## src/rtl/retire_stage.sv

```systemverilog
// ============================================================================
// Module   : retire_stage
// Purpose  : In-order commit stage behind the ROB. It retires the oldest
//            complete prefix, frees the stale physical registers and updates
//            the committed architectural map. The optional retire trace is
//            enabled by defining RETIRE_TRACE_EN.
// Revision : 1.0  initial release
// ============================================================================
`default_nettype none

`ifndef N
`define N 2
`endif
`ifndef NUM_SCALAR_BITS
`define NUM_SCALAR_BITS 2
`endif

package retire_pkg;
    localparam int ROB_ARCH_BITS = 5;
    localparam int ROB_PHYS_BITS = 6;

    typedef struct packed {
        logic                     complete;
        logic                     has_dest;
        logic [ROB_ARCH_BITS-1:0] dest_reg_idx;
        logic [ROB_PHYS_BITS-1:0] T_new;
        logic [ROB_PHYS_BITS-1:0] T_old;
        logic                     halt;
    } ROB_PACKET;
endpackage

module retire_stage
    import retire_pkg::*;
#(
    parameter int ARCH_REGS = 32,
    parameter int ARCH_BITS = 5,
    parameter int PHYS_BITS = 6,
    parameter int CNT_BITS  = 64
) (
    input  logic                                  clock,
    input  logic                                  reset,
    input  ROB_PACKET                             rob_outputs [`N],
    input  logic [`NUM_SCALAR_BITS-1:0]           rob_outputs_valid,
    output logic [`NUM_SCALAR_BITS-1:0]           num_retiring,
    output logic [`N-1:0]                         free_valid,
    output logic [`N-1:0][PHYS_BITS-1:0]          free_reg,
    output logic [ARCH_REGS-1:0][PHYS_BITS-1:0]   arch_map,
`ifdef RETIRE_TRACE_EN
    output logic [`N-1:0]                         trace_valid,
    output logic [`N-1:0][ARCH_BITS-1:0]          trace_dest,
    output logic [`N-1:0][PHYS_BITS-1:0]          trace_preg,
`endif
    output logic [CNT_BITS-1:0]                   retired_count,
    output logic                                  halted
);

    localparam int NL  = `N;
    localparam int NSB = `NUM_SCALAR_BITS;

    typedef enum logic [0:0] {
        RUN    = 1'b0,
        HALTED = 1'b1
    } state_t;

    state_t                              state_q;
    logic [ARCH_REGS-1:0][PHYS_BITS-1:0] map_q, map_d;
    logic [CNT_BITS-1:0]                 count_q;
    logic [NSB-1:0]                      n_retire;
    logic [NL-1:0]                       lane_ret;
    logic                                halt_ret;

    // Oldest-first prefix: stops at the first incomplete lane, and just after a halt.
    always_comb begin
        logic stop;
        stop     = 1'b0;
        n_retire = '0;
        lane_ret = '0;
        halt_ret = 1'b0;
        for (int i = 0; i < NL; i++) begin
            if (!stop && (NSB'(i) < rob_outputs_valid) && rob_outputs[i].complete
                && (state_q == RUN)) begin
                n_retire    = NSB'(i + 1);
                lane_ret[i] = 1'b1;
                if (rob_outputs[i].halt) begin
                    halt_ret = 1'b1;
                    stop     = 1'b1;
                end
            end else begin
                stop = 1'b1;
            end
        end
    end

    always_comb begin
        free_valid = '0;
        free_reg   = '0;
        map_d      = map_q;
        for (int i = 0; i < NL; i++) begin
            if (lane_ret[i] && rob_outputs[i].has_dest && (rob_outputs[i].dest_reg_idx != '0)) begin
                free_valid[i]                      = 1'b1;
                free_reg[i]                        = rob_outputs[i].T_old;
                map_d[rob_outputs[i].dest_reg_idx] = rob_outputs[i].T_new;
            end
        end
        map_d[0] = '0;
    end

`ifdef RETIRE_TRACE_EN
    logic [NL-1:0]                trace_valid_q;
    logic [NL-1:0][ARCH_BITS-1:0] trace_dest_q;
    logic [NL-1:0][PHYS_BITS-1:0] trace_preg_q;
`endif

    always_ff @(posedge clock) begin
        if (reset) begin
            state_q <= RUN;
            count_q <= '0;
            for (int i = 0; i < ARCH_REGS; i++) begin
                map_q[i] <= PHYS_BITS'(i);
            end
`ifdef RETIRE_TRACE_EN
            trace_valid_q <= '0;
            trace_dest_q  <= '0;
            trace_preg_q  <= '0;
`endif
        end else begin
            map_q   <= map_d;
            count_q <= count_q + CNT_BITS'(n_retire);
            if (halt_ret) begin
                state_q <= HALTED;
            end
`ifdef RETIRE_TRACE_EN
            for (int i = 0; i < NL; i++) begin
                trace_valid_q[i] <= lane_ret[i] && rob_outputs[i].has_dest;
                trace_dest_q[i]  <= lane_ret[i] ? rob_outputs[i].dest_reg_idx : '0;
                trace_preg_q[i]  <= lane_ret[i] ? rob_outputs[i].T_new : '0;
            end
`endif
        end
    end

    assign num_retiring  = n_retire;
    assign arch_map      = map_q;
    assign retired_count = count_q;
    assign halted        = (state_q == HALTED);

`ifdef RETIRE_TRACE_EN
    assign trace_valid = trace_valid_q;
    assign trace_dest  = trace_dest_q;
    assign trace_preg  = trace_preg_q;
`endif

endmodule

`default_nettype wire
```

## config.mk

```make
export PLATFORM = sky130hd
export DESIGN_NAME = retire_stage
export DESIGN_NICKNAME = d
export VERILOG_FILES = /design/src/rtl/retire_stage.sv
export SDC_FILE = /design/constraint.sdc
export NUM_CORES = 1
export LEC_CHECK = 0
export BUFFER_PORTS_ARGS = -buffer_cell sky130_fd_sc_hd__buf_2
export CELL_PAD_IN_SITES_DETAIL_PLACEMENT = 0
export CELL_PAD_IN_SITES_GLOBAL_PLACEMENT = 2
export CORE_UTILIZATION = 28
export CTS_CLUSTER_SIZE = 28
export DETAILED_ROUTE_END_ITERATION = 10
export HOLD_SLACK_MARGIN = 0.06
export PLACE_DENSITY = 0.73
export SLEW_MARGIN = 5
export SYNTH_ARGS = -nofsm -noshare
export SYNTH_HDL_FRONTEND = slang
export SYNTH_SLANG_ARGS = --single-unit
export TNS_END_PERCENT = 5
```

## constraint.sdc

```tcl
create_clock -name clock -period 2.3 [get_ports clock]
set_clock_uncertainty 0.2 [all_clocks]
set_input_delay 0.115 -clock clock [delete_from_list [all_inputs] [get_ports clock]]
set_output_delay 0.115 -clock clock [all_outputs]
set_load 0.05 [all_outputs]
```

==> flow_summary.json, run 1 <==
{
  "ys_types": 64,
  "die-area_sq_um": 45600,
  "finalPower_mw": 10.4,
  "setup_viol": 6,
  "fin_crit_ns": 2.34,
  "grt_pass1_wl_mm": 77.9,
  "peakVddDrop_mv": 0.510,
  "multi_input_area_sq_um": 7340,
  "grt_usage_pct": 22.8,
  "ys_warn_count": 0,
  "worstRegToRegCells": 10,
  "hold_slack_ns": 0.0853,
  "slew_violations": 0,
  "timing.slew.headroom_pct": 55.3,
  "vias": 13027,
  "r2r-end": "retired_count[52]",
  "async_reset_ff_share_pct": 0,
  "hold_end": "halted",
  "cts_tree": "yes",
  "start_kind": "flop",
  "rows": 77,
  "postRouteAntennaNets": 0,
  "grt_pass1_vias": 12445,
  "post_drt_wl_per_cell_microns": 21.4,
  "dpl-instance-area_sq_um": 15800,
  "drive_gt1_share_pct": 35.3,
  "clkLatencyLatePin_ns": 0.53,
  "rrSetupSlack_ns": -0.04,
  "dr.pass1.iters": 5,
  "hold_depth": 5,
  "wl_mm": 53.8,
  "violations": "setup timing",
  "hp-class": "primary input to flop",
  "drcViolationCount": 0,
  "setup_ws_ns": -0.0426,
  "post-route-period-util_pct": 102,
  "hold_start": "rob_outputs_valid[1]",
  "final_cell_mix": "buf_2, dfxtp_1, nor2_1",
  "design_area_sq_um": 17700,
  "dp.cells": 2412,
  "grt_max_degree": 78,
  "die_x_microns": 214,
  "nFillCells": 4527,
  "syn_inst": 1459,
  "clockBufferDepth": 3,
  "post_synth.cell_area_avg_sq_um": 8.59,
  "initial_utilization_pct": 28.4,
  "port-buffer-count": 310,
  "crit_fanout": 8,
  "worst_pin_slew_ns": 0.671,
  "critical_path.max_stage_delay_ns": 0.34,
  "max_freq_ghz": 0.427,
  "rsz0062_at_grt": "true",
  "num_io_pins": 317,
  "synth_ff_type": "dfxtp_1",
  "syn-cell-area_sq_um": 12500,
  "max-cap-violations": 0,
  "crit_top_cell": "ha_4",
  "cts_sinks": 251,
  "yosysSeqAreaShare_pct": 40.1,
  "critPathArrivalTime_ns": 2.60,
  "instances_no_fill": 2517,
  "finalHoldViolCount": 0,
  "finalSetupTns_ns": -0.115,
  "startpoint": "halted",
  "htreeDepth": 2,
  "final_common_cell": "buf_2",
  "slowest_stage": "dfxtp_4",
  "worstReg2RegStart": "halted",
  "vias_per_cell": 5.18,
  "path_clk_slew_ns": 0.06,
  "ys_ff_latch": 251,
  "final_nets": 1947,
  "path_cells": "nand2b_4 > nor3_4 > ha_4 > ha_4 > a31o_4 > nand4b_1 > buf_6 > buf_4 > or3_1 > a21oi_1",
  "cp.required_ns": 2.56,
  "leakage_nw": 7.10,
  "cts-root-buf": "clkbuf_16",
  "power.density_nw_per_um2": 589,
  "synth_edf_count": 0,
  "drtIter0Drc": 808,
  "hpwlAfterDp_mm": 38.2,
  "gp_congestion": 0.925,
  "core_sq_um": 44200,
  "path_class": "flop to flop",
  "outcome": "complete, but fails checks",
  "ff_latch_area_sq_um": 5030,
  "antenna_found_initial": 3,
  "area_growth_pct": 41.3,
  "cts_made_buffers": 34,
  "gr-total-overflow": 0,
  "die_h_microns": 214,
  "worst_setup_path_end_kind": "flop"
}
## report_power, final
part | internal [mW] | switching, mW | total (mW)
clock | 3.14 | 2.03 | 5.17
combinational | 0.265 | 0.617 | 0.882
sequential | 4.37 | 0.0134 | 4.38
## layer usage
layer	GRT usage, %	vias up	routed length, microns	share of wire (%)
met1	28.5	6306	23300	43
met3	4.92	85	3470	6.4
li1	-	6210	-	-
met4	7.86	2	1540	2.9
met5	0	-	17	0.032
met2	38.5	424	25500	47
## synthesized netlist by cell type, drive strengths merged, types with 19 or more instances
master / count / share of area (%)
dfxtp: 251 / 40
nor2: 205 / 6.2
nand2: 143 / 4.3
mux2i: 110 / 8.8
a211oi: 97 / 5.8
clkbuf: 83 / 2.5
nand3: 63 / 2.6
o21ai: 55 / 2.2
a21oi: 48 / 1.9
mux2: 35 / 3.1
buf: 32 / 1.5
nand4: 29 / 1.7
nor4: 27 / 2.8
a311oi: 24 / 1.7
and2: 24 / 1.2
or3: 23 / 1.1
inv: 20 / 0.60
o31ai: 20 / 1.2
or4: 19 / 1.1
## cell families (layout without fill, tap and decap cells)
| family | count (synthesis) | after routing | share of synthesized area, % |
|---|---|---|---|
| simple gates | 610 | 611 | 25.5 |
| compound gates | 293 | 293 | 16.2 |
| flops | 251 | 251 | 40.1 |
| mux | 145 | 145 | 11.9 |
| buf+inv | 135 | 592 | 4.56 |
| xor+xnor | 22 | 22 | 1.54 |
| fa+ha+maj | 2 | 2 | 0.200 |
| other cells | 1 | 9 | 0.0299 |
## worst max-delay path: cells and delay by family, from the launching register on
family / cells / cell delay (ns)
buffers and inverters: 2 / 0.32
AO/OA/AOI/OAI: 2 / 0.25
adder cells (fa/ha/maj): 2 / 0.33
AND/OR/NAND/NOR: 4 / 0.83
flip-flops: 1 / 0.34
## state kept, by name (all words and copies together) (netlist names)
register	count
arch_map	186
halted	1
retired_count	64
## per-stage QoR
step	worst slack [ns]	utilization, %
after detailed placement	-0.131	35.7
after global routing	-0.102	40.1
after CTS	-0.0278	39.4
after floorplan	-0.574	-
final	-0.0426	40.1
after global placement	-0.106	35.7
## area by class of cell
type	count	area share, %
diodes	3	0.0424
clock buffers	49	5.46
clock inverters	8	0.530
inverters	20	0.424
multi-input cells	1079	41.4
flip-flops and latches	251	28.4
well taps	592	4.18
repair buffers	515	19.5
## how the worst max path moves through the flow
stage | end | cells after the start | slack (ns)
2_1_floorplan | retired_count[61] | 10 | -0.57
3_3_place_gp | retired_count[58] | 10 | -0.11
3_5_place_dp | retired_count[58] | 9 | -0.13
4_1_cts | free_reg[0] | 9 | -0.03
5_1_grt | retired_count[50] | 10 | -0.10
6_report | retired_count[52] | 10 | -0.04
## timing repair
action                                  4_1_cts  5_1_grt
pin swaps                                    10       31
cloned                                        0        1
hold endpoints to repair                    164        0
hold buffers                                 31        0
endpoints found under the setup margin       44      134
setup buffers                                 5        8
gates resized for setup                      58       55
(Power assumes the default switching activity.)
==> inputs of run 2 (changes only) <==
REMOVE_ABC_BUFFERS = 1   (was not set)
==> flow_summary.json, run 2 (synthesized netlist as in run 1, its figures left out) <==
{
  "start_kind": "flop",
  "startpoint": "halted",
  "violations": "setup timing",
  "area_growth_pct": 41.5,
  "worst_pin_slew_ns": 0.666,
  "setup_viol": 9,
  "worstReg2RegStart": "halted",
  "timing.slew.headroom_pct": 55.6,
  "cp.required_ns": 2.55,
  "max_freq_ghz": 0.428,
  "die-area_sq_um": 45600,
  "power.density_nw_per_um2": 591,
  "path_clk_slew_ns": 0.06,
  "die_x_microns": 214,
  "finalPower_mw": 10.5,
  "rows": 77,
  "grt_max_degree": 66,
  "vias_per_cell": 5.13,
  "final_cell_mix": "buf_2, dfxtp_1, nor2_1",
  "clockBufferDepth": 3,
  "post_drt_wl_per_cell_microns": 20.6,
  "htreeDepth": 2,
  "post-route-period-util_pct": 101,
  "critPathArrivalTime_ns": 2.58,
  "gr-total-overflow": 0,
  "cts-root-buf": "clkbuf_16",
  "core_sq_um": 44200,
  "fin_crit_ns": 2.33,
  "final_common_cell": "buf_2",
  "hpwlAfterDp_mm": 37.0,
  "cts_sinks": 251,
  "setup_ws_ns": -0.0344,
  "vias": 12865,
  "max-cap-violations": 0,
  "path_class": "flop to flop",
  "dr.pass1.iters": 6,
  "nFillCells": 4497,
  "hold_start": "rob_outputs[35]",
  "cts_tree": "yes",
  "die_h_microns": 214,
  "post-place-ws_ns": -0.238,
  "worst_setup_path_end_kind": "flop",
  "grt_usage_pct": 22.1,
  "largest_reg_flops": 186,
  "grt_pass1_vias": 12596,
  "antenna_found_initial": 4,
  "outcome": "complete, but fails checks",
  "leakage_nw": 7.13,
  "grt_pass1_wl_mm": 76.5,
  "slew_violations": 0,
  "cts_made_buffers": 34,
  "initial_utilization_pct": 28.4,
  "drive_gt1_share_pct": 35.4,
  "postRouteAntennaNets": 0,
  "crit_fanout": 7,
  "hp-class": "primary input to flop",
  "drcViolationCount": 0,
  "finalHoldViolCount": 0,
  "drtIter0Drc": 732,
  "wl_mm": 51.8,
  "rsz0062_at_grt": "true",
  "num_io_pins": 317,
  "gp_congestion": 0.831,
  "final_nets": 1941,
  "peakVddDrop_mv": 0.478,
  "port-buffer-count": 310,
  "clkLatencyLatePin_ns": 0.54
}
==> run 2: critical path: stages, from the launching register on <==
cell and delay [ns]:
dfxtp_2 0.32, nand2b_4 0.17, nor3_4 0.17, ha_4 0.20, ha_4 0.13, a31o_4 0.13
nand4b_1 0.13, buf_6 0.18, or4_4 0.51, a21oi_2 0.11
==> run 2: path summary, 6_finish.rpt <==
path	slack, ns	cells past startpoint	endpoint
hold reg to reg	0.28	2	arch_map[127]
setup reg to reg	-0.03	9	retired_count[58]
hold / removal	0.1	6	arch_map[58]
setup / recovery	-0.03	9	retired_count[58]
==> run 2: area by class of cell <==
| class | count | area, sq um | share of cell area (%) |
|---|---|---|---|
| clock buffer | 49 | 977 | 5.51 |
| timing repair buffer | 509 | 3420 | 19.3 |
| multi-input combinational | 1079 | 7400 | 41.7 |
| sequential | 251 | 5030 | 28.3 |
| inverter | 20 | 75.1 | 0.423 |
| clock inverter | 7 | 98.8 | 0.557 |
| antenna | 3 | 7.51 | 0.0423 |
| tap | 592 | 741 | 4.17 |
==> run 2: layer usage <==
metal	global-route usage (%)	part of all wire, %	wire, microns
met2	35.9	46	23700
met1	27.4	43	22200
met5	0	0.023	12
met4	7.86	2.7	1400
met3	7.15	8.5	4400
==> run 2: metrics by stage <==
stage,util [%],cells,hold slack [ns],area [sq um],setup TNS (ns)
final,40.1,2510,0.0975,17700,-0.216
after global routing,40.1,2509,0.119,17700,-2.23
after CTS,39.0,2492,0.0636,17300,-1.13
after detailed placement,35.3,2402,0.177,15600,-5.49
after global placement,35.3,2402,0.181,15600,-3.64
after floorplan,-,1349,-0.0159,12100,-342.03
==> run 2: where the power goes <==
group	switching [mW]	total [mW]	internal, mW
registers	0.0134	4.38	4.37
logic	0.619	0.882	0.263
clock network	2.05	5.22	3.16
total	2.69	10.5	7.79
==> run 2: timing repair <==
| item | 4_1_cts | 5_1_grt |
|---|---|---|
| cloned | 0 | 1 |
| setup endpoints to repair | 72 | 168 |
| hold buffers | 29 | 0 |
| gates resized for setup | 63 | 80 |
| pin swaps | 7 | 40 |
| buffers inserted | 5 | 14 |
| hold endpoints to repair | 222 | 0 |
==> inputs of run 3 (changes only) <==
CORE_UTILIZATION = 31   (was 28)
PLACE_DENSITY = 0.77   (was 0.73)
clock period = 2.6 ns   (was 2.3 ns; I/O delays follow)
==> flow_summary.json, run 3 (synthesized netlist as in run 1, its figures left out) <==
{
  "outcome": "completed",
  "drtIter0Drc": 627,
  "dp.cells": 2277,
  "leakage_nw": 6.57,
  "wl_mm": 50.0,
  "die_h_microns": 203,
  "path_clk_slew_ns": 0.06,
  "vias": 12604,
  "start_kind": "flop",
  "rows": 73,
  "final_nets": 1867,
  "hp-class": "primary input to flop",
  "max-cap-violations": 0,
  "finalPower_mw": 8.96,
  "die_x_microns": 203,
  "gr-total-overflow": 0,
  "final_common_cell": "buf_2",
  "switchingPower_mw": 2.34,
  "grt_usage_pct": 23.5,
  "area_growth_pct": 31.7,
  "crit_fanout": 7,
  "cp.required_ns": 2.27,
  "hold_end": "retired_count[0]",
  "crit_top_cell": "buf_4",
  "hold_slack_ns": 0.0336,
  "rrSetupSlack_ns": 0.12,
  "rsz0062_at_grt": "true",
  "drive_gt1_share_pct": 29.9,
  "path_cells": "buf_4 > nor2b_2 > buf_6 > nand3_2 > buf_6 > a21oi_1 > buf_4 > and2_1 > buf_4",
  "antenna_found_initial": 2,
  "fin_crit_ns": 2.49,
  "slew_violations": 0,
  "worst_setup_path_end_kind": "output pin",
  "cts_sinks": 251,
  "max_freq_ghz": 0.402,
  "final_cell_mix": "buf_2, dfxtp_1, nor2_1",
  "num_io_pins": 317,
  "hold_start": "rob_outputs[39]",
  "p_int_mw": 6.62,
  "initial_utilization_pct": 31.5,
  "r2r-end": "retired_count[58]",
  "critPathArrivalTime_ns": 2.16,
  "p_sw_share_pct": 26.1,
  "gp_congestion": 0.841,
  "clkLatencyLatePin_ns": 0.58,
  "post_drt_wl_per_cell_microns": 21.1,
  "vias_per_cell": 5.31,
  "dr.pass1.iters": 7,
  "postRouteAntennaNets": 0,
  "cts_made_buffers": 31,
  "largest_reg_flops": 186,
  "htreeDepth": 1,
  "finalHoldViolCount": 0,
  "port-buffer-count": 310,
  "path_class": "flop to output pin",
  "worstRegToRegCells": 9,
  "grt_pass1_wl_mm": 74.9,
  "setup_viol": 0,
  "seq_power_share_pct": 43.2,
  "grt_pass1_vias": 12114,
  "clockBufferDepth": 3,
  "cts_tree": "yes",
  "die-area_sq_um": 41200,
  "drcViolationCount": 0,
  "hold_depth": 5,
  "core_sq_um": 39800,
  "timing.slew.headroom_pct": 36.4,
  "post-route-period-util_pct": 95.7,
  "peakVddDrop_mv": 0.485,
  "cts-root-buf": "clkbuf_16",
  "power.density_nw_per_um2": 543,
  "hpwlAfterDp_mm": 35.3,
  "instances_no_fill": 2372,
  "grt_max_degree": 79,
  "slowest_stage": "dfxtp_1",
  "power_frac_clock_pct": 49.0,
  "worstReg2RegStart": "halted",
  "pwr-share-comb_pct": 7.8,
  "critical_path.max_stage_delay_ns": 0.31,
  "worst_pin_slew_ns": 0.954
}
run 3: cell types whose count changed in the layout (fill, tap and decap cells not counted), sizes merged:
| cell | before | now |
|---|---|---|
| diode | 3 | 1 |
| buf | 480 | 405 |
| clkinv | 5 | 11 |
| clkinvlp | 1 | 2 |
| dlygate4sd3 | 29 | 34 |
| clkbuf | 49 | 43 |
| nand3 | 64 | 63 |
| inv | 19 | 20 |
run 3: what timing repair did:
| item | 4_1_cts | 5_1_grt |
|---|---|---|
| hold buffers | 34 | 0 |
| setup endpoints to repair | 15 | 49 |
| gates resized for setup | 17 | 19 |
| buffers inserted | 1 | 1 |
| endpoints found under the hold margin | 175 | 0 |
| pin swaps | 0 | 3 |
| cloned | 0 | 0 |
run 3: critical path: cells and delay by family (launching register included):
kind	cells	cell delay, ns
AOI/OAI and AO/OA	1	0.12
and+or+nand+nor	3	0.35
buffers and inverters	5	0.80
DFF	1	0.31
run 3: worst max-delay path by stage:
stage | slack, ns | from | endpoint
after detailed placement | 0.02 | halted | retired_count[63]
after floorplan | -3.57 | halted | arch_map[6]
after CTS | -0.01 | halted | retired_count[63]
after global routing | -0.03 | halted | retired_count[58]
after global placement | 0.11 | halted | retired_count[63]
final | 0.11 | halted | free_reg[1]
run 3: cell type report:
| class | count | area (sq um) |
|---|---|---|
| fillers | 4092 | 23300 |
| clock inverters | 15 | 149 |
| repair buffers | 439 | 2700 |
| multi-input cells | 1078 | 7020 |
| well taps | 525 | 657 |
| flip-flops and latches | 251 | 5020 |
| clock buffers | 43 | 881 |
| diodes | 1 | 2.50 |
| inverters | 20 | 75.1 |
run 3: layer usage:
metal | global-route usage (%) | up-vias | routed length [microns]
li1 | - | 6033 | -
met1 | 30.2 | 6082 | 21700
met2 | 39.3 | 427 | 23400
met3 | 6.08 | 62 | 3800
met4 | 5.48 | 0 | 1070
met5 | 0 | - | 0
run 3: power groups by stage:
stage	logic, mW	clock network, mW	registers, mW
final	0.696	4.39	3.87
after CTS	0.686	4.47	3.87
after detailed placement	0.635	0	3.96
after floorplan	0.196	0	4.02
after global routing	0.730	4.64	3.87
after global placement	0.633	0	3.96
run 3: through the flow:
stage / setup slack [ns] / cell area, sq um / utilization, % / TNS (ns)
floorplan: -3.57 / 12100 / - / -271.93
global placement: 0.106 / 15000 / 37.7 / 0
detailed placement: 0.0166 / 15000 / 37.7 / 0
CTS: -0.0148 / 16400 / 41.2 / -0.0577
global route: -0.0316 / 16500 / 41.5 / -0.0814
finish: 0.113 / 16500 / 41.5 / 0
